File: config.mk
export PLATFORM = sky130hd
export DESIGN_NAME = spi_flash_read_cache
export DESIGN_NICKNAME = d
export VERILOG_FILES = /design/src/rtl/spi_flash_read_cache.sv
export SDC_FILE = /design/constraint.sdc
export NUM_CORES = 1
export LEC_CHECK = 0
export BUFFER_PORTS_ARGS = -buffer_cell sky130_fd_sc_hd__clkbuf_2
export CAP_MARGIN = 20
export CELL_PAD_IN_SITES_DETAIL_PLACEMENT = 0
export CELL_PAD_IN_SITES_GLOBAL_PLACEMENT = 1
export CORE_UTILIZATION = 25
export DETAILED_ROUTE_END_ITERATION = 10
export PLACE_DENSITY = 0.55
export SLEW_MARGIN = 5
export SYNTH_ARGS = -nofsm -noshare
export SYNTH_HDL_FRONTEND = slang
export SYNTH_SLANG_ARGS = --single-unit
File: constraint.sdc
create_clock -name clk -period 3.7 [get_ports clk]
set_clock_uncertainty 0.1 [all_clocks]
set_input_delay 0 -clock clk [delete_from_list [all_inputs] [get_ports clk]]
set_output_delay 0 -clock clk [all_outputs]
set_load 0.01 [all_outputs]
File: src/rtl/spi_flash_read_cache.sv
// spi_flash_read_cache
//   Single-byte SPI-flash read engine with a one-entry read cache, placed
//   between the CPU address decoder and a serial flash. A CPU read inside
//   the flash window is answered from the cache on a hit. On a miss it
//   issues a Mode 0 READ (0x03) or FAST_READ (0x0B + dummy byte) and holds
//   the CPU in a wait state until the byte is back.
//
// Ports
//   clk            system clock, rising edge
//   reset          asynchronous, active-low
//   spi_ce         flash window select
//   i_ADDRESS_BUS  CPU address
//   i_RW           1 = read (writes are ignored)
//   i_INVALIDATE   single-cycle pulse, clears the cache valid bit
//   i_SPI_MISO     flash serial data out
//   o_SPI_CLK      SCK, idles low
//   o_SPI_MOSI     command/address/dummy bits, MSB first, 0 when idle
//   o_SPI_CS       active-low flash select
//   o_DATA         read byte to the CPU data mux
//   o_MemoryReady  0 = CPU wait state
module spi_flash_read_cache #(
   parameter int unsigned ADDR_BITS  = 12,
   parameter logic [23:0] FLASH_BASE = 24'h000000,
   parameter int unsigned CLK_DIV    = 1,
   parameter bit          FAST_READ  = 1'b0
) (
   input  logic        clk,
   input  logic        reset,
   input  logic        spi_ce,
   input  logic [15:0] i_ADDRESS_BUS,
   input  logic        i_RW,
   input  logic        i_INVALIDATE,
   input  logic        i_SPI_MISO,
   output logic        o_SPI_CLK,
   output logic        o_SPI_MOSI,
   output logic        o_SPI_CS,
   output logic [7:0]  o_DATA,
   output logic        o_MemoryReady
);

   localparam int unsigned NBITS    = FAST_READ ? 48 : 40;
   localparam logic [7:0]  CMD      = FAST_READ ? 8'h0B : 8'h03;
   localparam int unsigned DIV_W    = (CLK_DIV > 1) ? $clog2(CLK_DIV) : 1;
   localparam logic [DIV_W-1:0] DIV_LAST = DIV_W'(CLK_DIV - 1);
   localparam logic [5:0]  BIT_LAST = 6'(NBITS - 1);
   localparam logic [15:0] ADDR_MASK = 16'((32'd1 << ADDR_BITS) - 32'd1);

   typedef enum logic [1:0] {S_IDLE, S_SHIFT, S_DONE} state_t;

   state_t           state;
   logic [23:0]      fa;
   logic [23:0]      fa_q;
   logic [23:0]      cache_tag;
   logic [7:0]       cache_data;
   logic             cache_vld;
   logic             hit;
   logic [47:0]      tx_sr;     // bits still to send after the one on MOSI
   logic [7:0]       rx_sr;
   logic [5:0]       bit_cnt;
   logic [DIV_W-1:0] div_cnt;

   // 24-bit wrap is implicit in the adder width.
   assign fa  = FLASH_BASE + {8'h00, i_ADDRESS_BUS & ADDR_MASK};
   // An invalidate arriving with the request forces a miss.
   assign hit = cache_vld && (cache_tag == fa) && !i_INVALIDATE;

   always_ff @(posedge clk or negedge reset) begin
      if (!reset) begin
         state         <= S_IDLE;
         fa_q          <= '0;
         cache_tag     <= '0;
         cache_data    <= '0;
         cache_vld     <= 1'b0;
         tx_sr         <= '0;
         rx_sr         <= '0;
         bit_cnt       <= '0;
         div_cnt       <= '0;
         o_SPI_CLK     <= 1'b0;
         o_SPI_MOSI    <= 1'b0;
         o_SPI_CS      <= 1'b1;
         o_DATA        <= 8'h00;
         o_MemoryReady <= 1'b1;
      end else begin
         if (i_INVALIDATE) cache_vld <= 1'b0;
         case (state)
            S_IDLE: begin
               if (spi_ce && i_RW) begin
                  if (hit) begin
                     o_DATA <= cache_data;
                  end else begin
                     state         <= S_SHIFT;
                     fa_q          <= fa;
                     o_SPI_CS      <= 1'b0;
                     o_MemoryReady <= 1'b0;
                     o_SPI_MOSI    <= CMD[7];
                     // Remaining frame: cmd[6:0], FA, then zeros for the
                     // dummy byte (if any) and the data phase.
                     tx_sr         <= {CMD[6:0], fa, 17'h00000};
                     bit_cnt       <= '0;
                     div_cnt       <= '0;
                  end
               end
            end
            S_SHIFT: begin
               if (div_cnt == DIV_LAST) begin
                  div_cnt <= '0;
                  if (!o_SPI_CLK) begin
                     o_SPI_CLK <= 1'b1;
                     rx_sr     <= {rx_sr[6:0], i_SPI_MISO};
                  end else if (bit_cnt == BIT_LAST) begin
                     o_SPI_CLK  <= 1'b0;
                     o_SPI_CS   <= 1'b1;
                     o_SPI_MOSI <= 1'b0;
                     o_DATA     <= rx_sr;
                     cache_tag  <= fa_q;
                     cache_data <= rx_sr;
                     // Fill wins over an invalidate seen during the shift.
                     cache_vld  <= 1'b1;
                     state      <= S_DONE;
                  end else begin
                     o_SPI_CLK  <= 1'b0;
                     o_SPI_MOSI <= tx_sr[47];
                     tx_sr      <= {tx_sr[46:0], 1'b0};
                     bit_cnt    <= bit_cnt + 6'd1;
                  end
               end else begin
                  div_cnt <= div_cnt + 1'b1;
               end
            end
            S_DONE: begin
               o_MemoryReady <= 1'b1;
               state         <= S_IDLE;
            end
            default: state <= S_IDLE;
         endcase
      end
   end

endmodule

==> results_dict.tcl <==
set metrics [dict create \
    outcome "complete, no violations" \
    avgSynthCellArea_sq_um 13.6 \
    fmax_mhz 386 \
    rsz0062_at_grt "false" \
    gr-usage-met2_pct 17.0 \
    wl_per_cell_microns 14.5 \
    yosysWarnings 0 \
    timing.setup.tns_ps 0 \
    setup.worst_path.end_class "flop" \
    cts_sinks 92 \
    drtPass1Iterations 4 \
    busiest_layer "met2" \
    setup_violations 0 \
    required_ps 3790 \
    met1_usage_pct 14.9 \
    cts-buffers-inserted 9 \
    syn_nets 320 \
    synthArstFlopShare_pct 100 \
    power_mw 2.49 \
    die_w_microns 129 \
    nets 367 \
    hold_viol 0 \
    via_per_inst 4.42 \
    met3_usage_pct 1.78 \
    final_max_slew_viol_count 0 \
    clk_pin_slew_worst_paths_ps 70 \
    grt_max_degree 76 \
    worstSetupPathType "flop to flop" \
    critPathArrivalTime_ps 2690 \
    reg2reg_to "tx_sr[41]$_DFFE_PN0P_" \
    clkLatencyLatePin_ps 340 \
    grtUsageTotal_pct 11.0 \
    io_pins 34 \
    worst_slew_pin_slew_ps 970 \
    slew_headroom_pct 35.3 \
    ir_worst_vdd_uv 173 \
    yosysUniqueCellTypes 41 \
    syn_to_final_growth_pct 20.0 \
    die_h_microns 129 \
    synth_ff_type "dfrtp_1" \
    cts_max_path_buffers 2 \
    cap_violations 0 \
    grt_pass1_vias 2646 \
    ys_ff_latch 92 \
    dieArea_sq_um 16700 \
    drive_gt1_share_pct 34.1 \
    post_cts_buffers 0 \
    grt_pass1_wl_mm 14.0 \
    r2r_slack_ps 1110 \
    synth_edf_count 0 \
    root_buffer "clkbuf_16" \
    htree_levels 3 \
    syn_inst 297 \
    grt_overflow 0 \
    grt_antenna_before_repair 0 \
    drc 0 \
    start_kind "flop" \
    r2r-start "bit_cnt[0]$_DFFE_PN0P_" \
    cts_tree "built" \
    fin_crit_ps 2590 \
    netlist_area_sq_um 4040 \
    io_buffers 29 \
    place_area_sq_um 4400 \
    dp_hpwl_mm 5.24 \
    coreArea_sq_um 15800 \
    reg2reg_depth 7 \
    powerDensity_nw_per_um2 515 \
    ant_nets 0 \
    ff_latch_area_sq_um 2300 \
    routabilityCongestion 0.706 \
    multiInputGateArea_sq_um 1620 \
    seq_area_frac_synth_pct 57.1 \
    drt_iter0_markers 96 \
    initial_core_util_pct 25.5 \
    rows 46 \
    p_leak_nw 2.20 \
    route.final.wire_length_mm 8.18 \
    antennaDiodeCount 0 \
    cp_max_fo 27 \
    fillCellCount 1610 \
    vias 2495 \
    finalCritPeriodShare_pct 70.1 \
    finalInstanceArea_sq_um 4840 \
    worstHoldPathType "primary input to async pin" \
]
sequential cells by signal, indices dropped and copies added, names as in the netlist:
register / flops
o_SPI_CLK: 1
o_SPI_CS: 1
bit_cnt: 6
cache_vld: 1
o_MemoryReady: 1
cache_data: 8
fa_q: 12
cache_tag: 12
o_SPI_MOSI: 1
rx_sr: 8
state: 2
o_DATA: 8
tx_sr: 31
what timing repair did:
item / CTS / global route
hold buffers: 17 / 0
hold endpoints to repair: 99 / 0
gates resized for setup: 0 / 0
layout make-up:
cell class | instances | share of cell area (%)
timing repair buffer | 52 | 7.49
tap | 216 | 5.58
clock inverter | 5 | 0.775
multi-input combinational | 185 | 33.5
sequential | 92 | 47.6
inverter | 4 | 0.310
clock buffer | 11 | 4.80
through the flow:
step	util, %	hold WS, ps	instances	worst slack, ps
2_1_floorplan	-	-396	297	1580
3_3_place_gp	27.8	112	532	1160
3_5_place_dp	27.8	125	532	1130
4_1_cts	30.6	303	565	1100
5_1_grt	30.6	363	565	900
6_report	30.6	243	565	1110
power by group:
| group | internal [mW] | switching [mW] |
|---|---|---|
| clock | 0.458 | 0.394 |
| sequential | 1.13 | 0.0790 |
| combinational | 0.215 | 0.219 |
| total | 1.80 | 0.692 |
cells in the final DEF, fill, tap and decap left out, types with 3 or more instances in the layout:
cell	count
clkbuf_16	9
buf_4	7
mux2_4	10
a22o_1	21
nor2_1	3
a21oi_1	17
nor3_1	7
inv_1	3
dfrtp_1	90
dlygate4sd3_1	17
nand2b_1	3
clkbuf_2	28
nor4_1	4
mux2_2	46
nand2_1	6
mux2i_1	11
a31oi_1	14
nand4_1	4
xor2_1	13
cell families after synthesis:
kind of cell	count (synthesis)	synth area share, %
multiplexers	67	19.3
AND/OR/NAND/NOR	43	7.00
flip-flops	92	57.1
adder cells (fa/ha/maj)	1	0.310
AO/OA/AOI/OAI	61	10.6
XOR/XNOR	13	2.82
buffers and inverters	20	2.94
worst max-delay path: stages, from the launching register on:
cell	delay (ps)
dfrtp_1	390
ha_1	220
nand2_1	120
nor4b_4	500
a21oi_2	100
buf_4	240
nand2_1	570
a22oi_1	190
worst max path at each step:
stage,startpoint,end,slack [ps],depth (start not counted)
6_report,bit_cnt[0]$_DFFE_PN0P_,tx_sr[41]$_DFFE_PN0P_,1110,7
5_1_grt,bit_cnt[0]$_DFFE_PN0P_,tx_sr[41]$_DFFE_PN0P_,900,7
4_1_cts,bit_cnt[0]$_DFFE_PN0P_,tx_sr[41]$_DFFE_PN0P_,1100,7
3_5_place_dp,bit_cnt[0]$_DFFE_PN0P_,tx_sr[41]$_DFFE_PN0P_,1130,7
3_3_place_gp,bit_cnt[0]$_DFFE_PN0P_,tx_sr[41]$_DFFE_PN0P_,1160,7
2_1_floorplan,bit_cnt[0]$_DFFE_PN0P_,cache_data[4]$_DFFE_PN0P_,1580,7
cell usage after synthesis (2+ instances only):
master	instances	share of area, %
inv_1	3	0.28
mux2i_1	11	2.7
a22o_1	21	4.6
dfstp_2	2	1.3
and4_1	2	0.43
nor3_1	8	0.99
or2_2	2	0.31
nand2_1	6	0.56
nor4_1	4	0.62
mux2_2	46	13
buf_4	4	0.74
nor2_1	4	0.37
buf_2	5	0.62
buf_6	3	0.84
dfrtp_1	90	56
nand2b_1	3	0.46
a31oi_1	14	2.2
a21o_1	2	0.37
a21oi_1	17	2.1
nand4_1	4	0.62
xor2_1	13	2.8
clkbuf_1	4	0.37
o21ai_0	2	0.25
mux2_4	10	3.7
per-layer routing:
metal  share of wire, %  vias up
met1                 51     1263
met5                  0        -
li1                   -     1194
met3                1.8       12
met2                 45       26
met4                2.3        0
(Power assumes the default switching activity.)
